==> config.mk <==
export PLATFORM = sky130hd
export DESIGN_NAME = c3aibadapt_rx_cfg_seq
export DESIGN_NICKNAME = d
export VERILOG_FILES = /design/src/rtl/c3aibadapt_rx_cfg_seq.sv
export SDC_FILE = /design/constraint.sdc
export NUM_CORES = 1
export LEC_CHECK = 0
export ABC_CLOCK_PERIOD_IN_PS = 3500
export BUFFER_PORTS_ARGS = -buffer_cell sky130_fd_sc_hd__buf_4
export CORE_ASPECT_RATIO = 0.7
export CORE_MARGIN = 2
export CORE_UTILIZATION = 50
export CTS_CLUSTER_SIZE = 8
export DETAILED_ROUTE_END_ITERATION = 7
export MAX_ROUTING_LAYER = met4
export PLACE_DENSITY = 0.79
export SKIP_CTS_REPAIR_TIMING = 1
export SLEW_MARGIN = 25
export SYNTH_ARGS = -nofsm -noshare
export SYNTH_HDL_FRONTEND = slang
export SYNTH_SLANG_ARGS = --single-unit
==> constraint.sdc <==
create_clock -name clk -period 3.5 [get_ports clk]
set_input_delay 0.7 -clock clk [delete_from_list [all_inputs] [get_ports clk]]
set_output_delay 0.7 -clock clk [all_outputs]
set_load 0.05 [all_outputs]
==> src/rtl/c3aibadapt_rx_cfg_seq.sv <==
// RX adapter reconfiguration sequencer: quiesces the RX FIFO, swaps in a staged
// config word, pulses the FIFO pointer reset, settles, then resumes traffic.
module c3aibadapt_rx_cfg_seq #(
  parameter int               CFG_W      = 32,
  parameter logic [CFG_W-1:0] RESET_CFG  = '0,
  parameter int               DRAIN_TO   = 255,
  parameter int               RST_CYC    = 2,
  parameter int               SETTLE_CYC = 4
) (
  input  logic             clk,
  input  logic             rst,
  input  logic             cfg_req,
  input  logic [CFG_W-1:0] cfg_new,
  input  logic             fifo_empty,
  output logic             stop_write,
  output logic             stop_read,
  output logic             fifo_rst,
  output logic [CFG_W-1:0] cfg_active,
  output logic             cfg_ack,
  output logic             cfg_err,
  output logic             busy
);

  localparam int MAX_AB  = (DRAIN_TO > RST_CYC) ? DRAIN_TO : RST_CYC;
  localparam int MAX_ALL = (MAX_AB > SETTLE_CYC) ? MAX_AB : SETTLE_CYC;
  localparam int CNT_W   = $clog2(MAX_ALL + 1);

  localparam logic [CNT_W-1:0] DRAIN_LAST  = CNT_W'(DRAIN_TO - 1);
  localparam logic [CNT_W-1:0] RST_LAST    = CNT_W'(RST_CYC - 1);
  localparam logic [CNT_W-1:0] SETTLE_LAST = CNT_W'((SETTLE_CYC > 0) ? SETTLE_CYC - 1 : 0);

  typedef enum logic [2:0] {
    IDLE, STOP_WR, DRAIN, STOP_RD, APPLY, FRST, SETTLE, RESUME
  } state_t;

  state_t             state_reg, state_next;
  logic [CNT_W-1:0]   cnt_reg, cnt_next;
  logic [CFG_W-1:0]   staging_reg;
  logic               armed_reg;
  logic               drain_timeout;

  assign drain_timeout = (state_reg == DRAIN) && !fifo_empty && (cnt_reg == DRAIN_LAST);

  always_comb begin
    state_next = state_reg;
    cnt_next   = cnt_reg;
    unique case (state_reg)
      IDLE:    if (cfg_req && armed_reg) state_next = STOP_WR;
      STOP_WR: begin
        state_next = DRAIN;
        cnt_next   = '0;
      end
      DRAIN: begin
        // An empty FIFO takes priority over a coincident timeout.
        if (fifo_empty || cnt_reg == DRAIN_LAST) state_next = STOP_RD;
        else cnt_next = cnt_reg + 1'b1;
      end
      STOP_RD: state_next = APPLY;
      APPLY: begin
        state_next = FRST;
        cnt_next   = '0;
      end
      FRST: begin
        if (cnt_reg == RST_LAST) begin
          cnt_next   = '0;
          state_next = (SETTLE_CYC > 0) ? SETTLE : RESUME;
        end else begin
          cnt_next = cnt_reg + 1'b1;
        end
      end
      SETTLE: begin
        if (cnt_reg == SETTLE_LAST) state_next = RESUME;
        else cnt_next = cnt_reg + 1'b1;
      end
      RESUME:  state_next = IDLE;
      default: state_next = IDLE;
    endcase
  end

  always_ff @(posedge clk) begin
    if (rst) begin
      state_reg   <= IDLE;
      cnt_reg     <= '0;
      staging_reg <= RESET_CFG;
      armed_reg   <= 1'b1;
      cfg_active  <= RESET_CFG;
      cfg_err     <= 1'b0;
      stop_write  <= 1'b0;
      stop_read   <= 1'b0;
      fifo_rst    <= 1'b0;
      cfg_ack     <= 1'b0;
      busy        <= 1'b0;
    end else begin
      state_reg <= state_next;
      cnt_reg   <= cnt_next;

      // A request must be seen low in IDLE before another one is accepted.
      if (state_reg == IDLE) begin
        if (!cfg_req) begin
          armed_reg <= 1'b1;
        end else if (armed_reg) begin
          armed_reg   <= 1'b0;
          staging_reg <= cfg_new;
          cfg_err     <= 1'b0;
        end
      end
      if (drain_timeout) cfg_err <= 1'b1;
      if (state_reg == APPLY) cfg_active <= staging_reg;

      // Outputs are a registered decode of the state being entered.
      stop_write <= (state_next inside {STOP_WR, DRAIN, STOP_RD, APPLY, FRST, SETTLE});
      stop_read  <= (state_next inside {STOP_RD, APPLY, FRST, SETTLE});
      fifo_rst   <= (state_next == FRST);
      cfg_ack    <= (state_next == RESUME);
      busy       <= (state_next != IDLE);
    end
  end

endmodule

Word level (Yosys, flattened, before mapping). Cells that the tools add are included.

Output and inout bits: 38. Bits in registers: 82. Logic and storage cells: 62. Bits of input ports: 36.

Eq/ne operators: 19. Reductions and logical operators: 17. Mux-type cells: 14. Add/subtract/negate cells: 1.

Operators with widths (count): $pmux W8 S4 (1); $eq A3 B3 Y1 const B (8); $mux W8 (3); $pmux W3 S8 (1); $eq A3 B2 Y1 const B (4); $mux W3 (4); $reduce_and A3 Y1 (3); $add A8 B1 Y8 const B (1); $eq A8 B1 Y1 const B (1); $eq A8 B2 Y1 const B (1); $eq A8 B8 Y1 const B (1); $reduce_bool A4 Y1 (2); $eq A3 B1 Y1 const B (2); $reduce_bool A2 Y1 (3); $reduce_bool A6 Y1 (1); $mux W1 (5); $ne A2 B2 Y1 const B (2); $logic_and A1 B1 Y1 (3); $logic_not A3 Y1 (1); $reduce_bool A3 Y1 (1); $reduce_or A2 Y1 (1); $logic_not A1 Y1 (1); $logic_or A1 B1 Y1 (1).

Depth between registers and ports, before layout. Gate-level depths: netlist of run 1.

Depth after elaboration: 6. Mapped depth: 7. Depth with buffers taken out: 7.

Worst setup path before layout of run 1. OpenSTA, ideal clock, no wires.

Kind: input to register. From: in rst. To: reg cnt_reg[2]. Buffers on the path: 2. Slack: 1.720 ns. Library setup time: 0.116 ns. Stages on the path: 7. Arrival time: 1.665 ns. Required time: 3.384 ns. Cell sequence: clkbuf_1 -> inv_1 -> nand3_1 -> o22a_2 -> buf_6 -> nor2_1 -> a31o_1.

RTL lines: start, declared (RTL line 11) `input logic rst,`; end signal, assigned (RTL line 95) `cnt_reg <= cnt_next;`; end, declared (RTL line 37) `logic [CNT_W-1:0] cnt_reg, cnt_next;`.

Worst setup path after layout of run 1.
From: reg state_reg[0]. To: reg cnt_reg[2].

Longest elaborated chain between the ends: 4. Elaborated cells between the ends (all ways): 11. Classes of those cells: eq/ne (7); mux (1); reduce/logical (3).

Ends and longest elaborated chain: start, declared (RTL line 36) `state_t state_reg, state_next;`; start signal, assigned (RTL line 94) `state_reg <= state_next;`; $eq A3 B3 Y1 or $eq A3 B1 Y1 (tied branches) (RTL line 47) `unique case (state_reg)`; $reduce_or A2 Y1 (no line); $reduce_bool A4 Y1 (no line); $reduce_and A3 Y1 (no line).

Parallel ways exist; a longest one is shown, timed or not. A chain may end at the register's enable or synchronous reset.

==> results of run 1 <==
-- worst max-delay path: cells and delay by family (launching register included) --
kind / cells / cell delay, ps
flops: 1 / 630
simple gates: 2 / 520
compound gates: 3 / 570
-- layout by cell type, fill, tap and decap left out, drive strengths merged, types with 3 or more instances in the layout --
cell / Yosys / layout
xnor2: 5 / 5
clkbuf: 13 / 9
bufinv: 0 / 3
ha: 3 / 3
and3: 4 / 4
nand2: 133 / 133
nor3: 4 / 4
nand3: 6 / 6
a211oi: 4 / 4
dfxtp: 82 / 82
a21oi: 68 / 68
o21ai: 5 / 5
nor2: 15 / 15
buf: 13 / 76
a31o: 3 / 3
inv: 6 / 7
-- worst max path at each step --
stage / from / to / slack, ps / depth (start not counted)
after floorplan: rst / cnt_reg[2] / 1720 / 7
after global placement: cfg_req / stop_write / 1350 / 4
after detailed placement: rst / cnt_reg[2] / 1340 / 5
after CTS: state_reg[0] / cnt_reg[2] / 1690 / 5
after global routing: state_reg[2] / cfg_active[13] / 1560 / 5
final: state_reg[0] / cnt_reg[2] / 1680 / 5
-- per-layer routing --
metal | global-route usage [%] | share of wire (%)
met5 | - | 0
met4 | 7.31 | 1.4
met3 | 6.31 | 6.3
met2 | 30.1 | 45
met1 | 29.3 | 47
-- cell type report --
cell class	instances	area, um^2
fill	548	2240
sequential	82	1640
multi-input combinational	272	1350
timing repair buffer	76	571
clock buffer	9	124
clock inverter	6	115
tap	78	97.6
inverter	6	22.5
-- through the flow --
stage	area [um^2]	setup WS, ps
floorplan	3140	1720
global placement	3680	1350
detailed placement	3680	1340
CTS	3920	1690
global route	3920	1560
finish	3920	1680
-- report_power, final --
| part | leakage, nW | total, W | switching [W] | internal [W] |
|---|---|---|---|---|
| Clock | 0.116 | 0.000817 | 0.000344 | 0.000474 |
| Combinational | 0.744 | 0.000266 | 0.000168 | 0.0000974 |
| Sequential | 0.666 | 0.00103 | 0.0000398 | 0.000986 |
-- kinds of logic (layout without fill, tap and decap cells) --
family | after synthesis | count (layout) | share of synthesized area (%)
fa+ha+maj | 3 | 3 | 1.20
simple gates | 174 | 174 | 23.1
compound gates | 90 | 90 | 17.0
flops | 82 | 82 | 52.3
xor+xnor | 5 | 5 | 1.39
buf+inv | 32 | 97 | 4.98
==> flow_metrics.tcl, run 1 <==
set metrics [dict create \
    die_w_um 98.7 \
    numPortBuffers 73 \
    vias 2773 \
    cp_slowest_stage_delay_ps 630 \
    ant_diodes 0 \
    final-hold-violation-count 0 \
    antenna_violations_before_repair 0 \
    cts_buffer_depth 2 \
    layout_worst_path_cycle_share_pct 52.1 \
    reg2reg_to "cnt_reg[2]" \
    cts.sinks 82 \
    slew_viol_final 0 \
    regToRegSetupSlack_ps 1680 \
    finalNetCount 486 \
    die_y_um 70.3 \
    fin_crit_ps 1820 \
    synthesis.yosys.warnings 0 \
    worst_slew_margin_rel_pct 58.5 \
    route.antenna.remaining_nets 0 \
    synthDominantCellAreaShare_pct 52.3 \
    drt-total-wl_mm 7.24 \
    skew_ps 4.87 \
    finish.cell_count_without_fillers 529 \
    mappedNetlistArea_mm2 0.00314 \
    fp.dieArea_mm2 0.00694 \
    synth_top_cells_by_count "133 x nand2_1, 82 x dfxtp_1, 68 x a21oi_1" \
    cts_root_buffer "clkbuf_8" \
    floorplan.rows 24 \
    fraction_of_registers_with_async_set_reset_pct 0 \
    seq_area_frac_synth_pct 52.3 \
    r2r.worst_path.cells 5 \
    synth_cell_type_count 38 \
    p_total_w 0.00211 \
    cts_bufs_inserted 9 \
    layout-drive-gt1-share_pct 23.3 \
    endpoint_kind "flip-flop" \
    result_of_the_run "completed" \
    global_route.overflow_total 0 \
    postSynthAreaPerCell_um2 8.14 \
    cp_cell_sequence "and4b_1, and3_1, a31oi_2, a211oi_1, a31o_1" \
    clock_tree.htree_level_count 3 \
    design.portCount 74 \
    r2r_start "state_reg[0]" \
    maxCapViolations 0 \
    place.detailed.instances 514 \
    worstPathRequired_ps 3740 \
    critical_path.max_fanout 14 \
    timing.final.setup_violations 0 \
    library_cell_occupying_the_most_area_in_the_post_synthesis_netlist "dfxtp_1" \
    top_achievable_clock_speed_mhz 548 \
    clkLatencyLatePin_ps 350 \
    final.hold.worst_slack_ps 454 \
    timing_worst_setup_path_type "reg -> reg" \
    p_leak_nw 1.53 \
    worstHoldStart "staging_reg[31]" \
    floorplan.initialDensity_pct 51.0 \
    total_drc_errors_in_the_routed_layout 0 \
    vdd_ir_drop_max_v 0.000246 \
    area_growth_syn_to_layout_pct 24.7 \
    worst_hold_path.num_cells 2 \
    first_pass_iters 5 \
    grt_use_total_pct 21.3 \
    power_per_cell_area_mw_per_mm2 538 \
    path_clk_slew_ps 90 \
    first_global_vias 2526 \
    synth_edf_count 0 \
    detail_routed_via_count_per_cell 5.24 \
    synth_seq_cells 82 \
    crit_path_top_delay_cell "dfxtp_1" \
    timing_worst_slew_pin_value_ps 622 \
    core-area_mm2 0.00616 \
    most_common_cell_in_the_netlist "nand2_1" \
    postSynthNetCount 425 \
    rsz_0062_raised_after_global_routing "false" \
    worstPathArrival_ps 2070 \
    yosys_most_used_dff "dfxtp_1" \
    grt_start_max_net_pins 52 \
    detail_route.iter0.violations 178 \
    fin_tns_setup_ps 0 \
    yosys-top-cells-area "dfxtp_1 52%, nand2_1 16%, a21oi_1 11%, nor2_1 1.8%, clkbuf_1 1.6%" \
    hold_end "cfg_active[31]" \
    tritoncts_clock_tree "done" \
    first_pass_grt_wire_length_mm 11.6 \
    timing.critical_path.from_type "flip-flop" \
    type_of_the_tightest_min_delay_check "reg -> reg" \
    fin_util_pct 63.6 \
    post_synth_inst_count 386 \
    total_half_perimeter_wirelength_after_legalization_and_detailed_placement_mm 4.91 \
    gp_weighted_congestion 0.854 \
    wl_per_cell_um 13.7 \
]
(Power assumes the default switching activity.)
==> run 2: changes to the inputs <==
ABC_AREA = 1   (was default)
ABC_CLOCK_PERIOD_IN_PS = 1600   (was 3500)
CORE_UTILIZATION = 48   (was 50)
clock period = 1.6 ns   (was 3.5 ns; I/O delays follow)
==> flow_metrics.tcl, run 2 <==
set metrics [dict create \
    result_of_the_run "completed" \
    timing.critical_path.from_type "flip-flop" \
    swShare_pct 30.1 \
    first_pass_iters 5 \
    synthesis.yosys.warnings 0 \
    floorplan.initialDensity_pct 50.7 \
    final-hold-violation-count 0 \
    global_route.overflow_total 0 \
    route.antenna.remaining_nets 0 \
    timing_worst_slew_pin_value_ps 317 \
    seq_area_frac_synth_pct 51.1 \
    tritoncts_clock_tree "done" \
    antenna_violations_before_repair 0 \
    r2r_start "cnt_reg[0]" \
    ant_diodes 0 \
    postSynthAreaPerCell_um2 7.63 \
    core-area_mm2 0.00634 \
    worst_hold_path.num_cells 3 \
    finalNetCount 535 \
    timing.final.ws_setup_ps 55.2 \
    top_achievable_clock_speed_mhz 647 \
    first_global_vias 2711 \
    first_pass_grt_wire_length_mm 12.3 \
    synth_top_cells_by_count "83 x nand2_1, 82 x dfxtp_1, 60 x a21oi_1" \
    drt-total-wl_mm 7.55 \
    most-common-layout-cells "84 x buf_4, 80 x nand2_1, 79 x dfxtp_1" \
    floorplan.rows 24 \
    power_per_cell_area_mw_per_mm2 1140 \
    synth_seq_cells 82 \
    total_half_perimeter_wirelength_after_legalization_and_detailed_placement_mm 5.25 \
    cts_root_buffer "clkbuf_8" \
    dr_wl_met2_mm 3.28 \
    dr_wl_met3_um 593 \
    numPortBuffers 73 \
    skew_ps 8.35 \
    detail_routed_via_count_per_cell 4.98 \
    library_cell_occupying_the_most_area_in_the_post_synthesis_netlist "dfxtp_1" \
    area_growth_syn_to_layout_pct 28.2 \
    slew_viol_final 0 \
    detailed_route_wire_length_on_metal_1_mm 3.60 \
    timing_worst_setup_path_type "reg -> reg" \
    final_common_cell "buf_4" \
    fraction_of_registers_with_async_set_reset_pct 0 \
    design.portCount 74 \
    final.hold.worst_slack_ps 225 \
    layout-drive-gt1-share_pct 26.1 \
    wl_per_cell_um 12.7 \
    hold_end "staging_reg[14]" \
    postSynthNetCount 460 \
    p_leak_nw 1.85 \
    sequentialPowerShare_pct 48.7 \
    pwr-share-comb_pct 19.2 \
    r2r.worst_path.cells 12 \
    synth_cell_type_count 27 \
    regToRegSetupSlack_ps 60 \
    die_w_um 102 \
    die_y_um 72.5 \
    fin_crit_ps 1540 \
    worstHoldStart "cfg_new[14]" \
    total_drc_errors_in_the_routed_layout 0 \
    reg2reg_to "cnt_reg[1]" \
    cts.sinks 82 \
    synthDominantCellAreaShare_pct 51.1 \
    detail_route.iter0.violations 174 \
    grt_start_max_net_pins 33 \
    type_of_the_tightest_min_delay_check "in -> reg" \
    fp.dieArea_mm2 0.00738 \
    cts_buffer_depth 2 \
    crit_start "cnt_reg[0]" \
    endpoint_kind "flip-flop" \
    top_layer_used "met4" \
    cts_bufs_inserted 9 \
    vdd_ir_drop_max_v 0.000649 \
    yosys-top-cells-area "dfxtp_1 51%, nand2_1 9.7%, a21oi_1 9.3%, o21ai_0 7.6%, nor2_1 6.7%" \
    grt_use_total_pct 21.5 \
    clock_tree.htree_level_count 3 \
    clkLatencyLatePin_ps 340 \
    synth_edf_count 0 \
    net-switching-power_w 0.00142 \
    internal_power_w 0.00329 \
    p_clk_share_pct 32.0 \
    vias 2951 \
    worstPathArrival_ps 1780 \
    most_common_cell_in_the_netlist "nand2_1" \
    path_clk_slew_ps 90 \
    post_synth_inst_count 421 \
    layout_worst_path_cycle_share_pct 96.6 \
    yosys_most_used_dff "dfxtp_1" \
    worstPathRequired_ps 1830 \
    critical_path.max_fanout 7 \
    fillerInstances 518 \
    mappedNetlistArea_mm2 0.00321 \
    post-place-ws_ps 10.8 \
    worst_slew_margin_rel_pct 78.8 \
    maxCapViolations 0 \
    timing.final.setup_violations 0 \
    gp_weighted_congestion 0.914 \
]
==> run 2: power groups by stage <==
stage	Combinational, W	Clock (W)	Sequential (W)
floorplan	0.000465	0	0.00247
global placement	0.000871	0	0.00233
detailed placement	0.000893	0	0.00233
CTS	0.000898	0.00154	0.00229
global route	0.000997	0.00162	0.00231
finish	0.000906	0.00151	0.00229
==> run 2: cell type report <==
| type | instances | area (um^2) | share of cell area, % |
|---|---|---|---|
| clock buffers | 11 | 141 | 3.43 |
| clock inverters | 5 | 61.3 | 1.49 |
| inverters | 32 | 123 | 2.98 |
| multi-input cells | 285 | 1370 | 33.3 |
| flip-flops and latches | 82 | 1650 | 40.0 |
| well taps | 91 | 114 | 2.76 |
| repair buffers | 86 | 662 | 16.1 |
==> run 2: per-stage QoR <==
stage                     util (%)  instance area, um^2  setup TNS (ps)  power [W]  std cells
after floorplan                  -                 3210               0    0.00294        421
after global placement        61.2                 3880               0    0.00320        576
after detailed placement      61.2                 3880               0    0.00323        576
after CTS                     64.4                 4080           -9.65    0.00472        592
after global routing          65.0                 4120           -10.1    0.00493        592
final                         65.0                 4120               0    0.00471        592
==> run 2: kinds of logic (layout without fill, tap and decap cells) <==
family / count (synthesis) / in the layout / synth area share, %
xor+xnor: 3 / 3 / 0.818
buf+inv: 54 / 134 / 7.16
simple gates: 168 / 168 / 22.4
fa+ha+maj: 3 / 3 / 1.17
compound gates: 111 / 111 / 17.4
flops: 82 / 82 / 51.1
==> run 2: how the worst max path moves through the flow <==
stage | to | slack [ps]
after floorplan | busy | 190
after global placement | cnt_reg[1] | 90
after detailed placement | cnt_reg[1] | 10
after CTS | cnt_reg[1] | -10
after global routing | cnt_reg[1] | -10
final | cnt_reg[1] | 60
==> run 2: worst max-delay path: stages (launching register included) <==
cell and delay (ps):
dfxtp_4 390, inv_4 40, ha_2 180, nand2_2 70
nor2_2 40, nand2_1 70, nand2_2 70, nand2_4 90
nand2_4 60, nor2_4 220, nand2_1 80, nand2_1 90
nor2_2 40
==> run 2: routing by layer <==
layer | up-vias | global-route usage, %
met5 | - | -
met4 | 0 | 4.15
met3 | 8 | 5.59
met2 | 125 | 31.7
met1 | 1316 | 30.3
li1 | 1502 | -
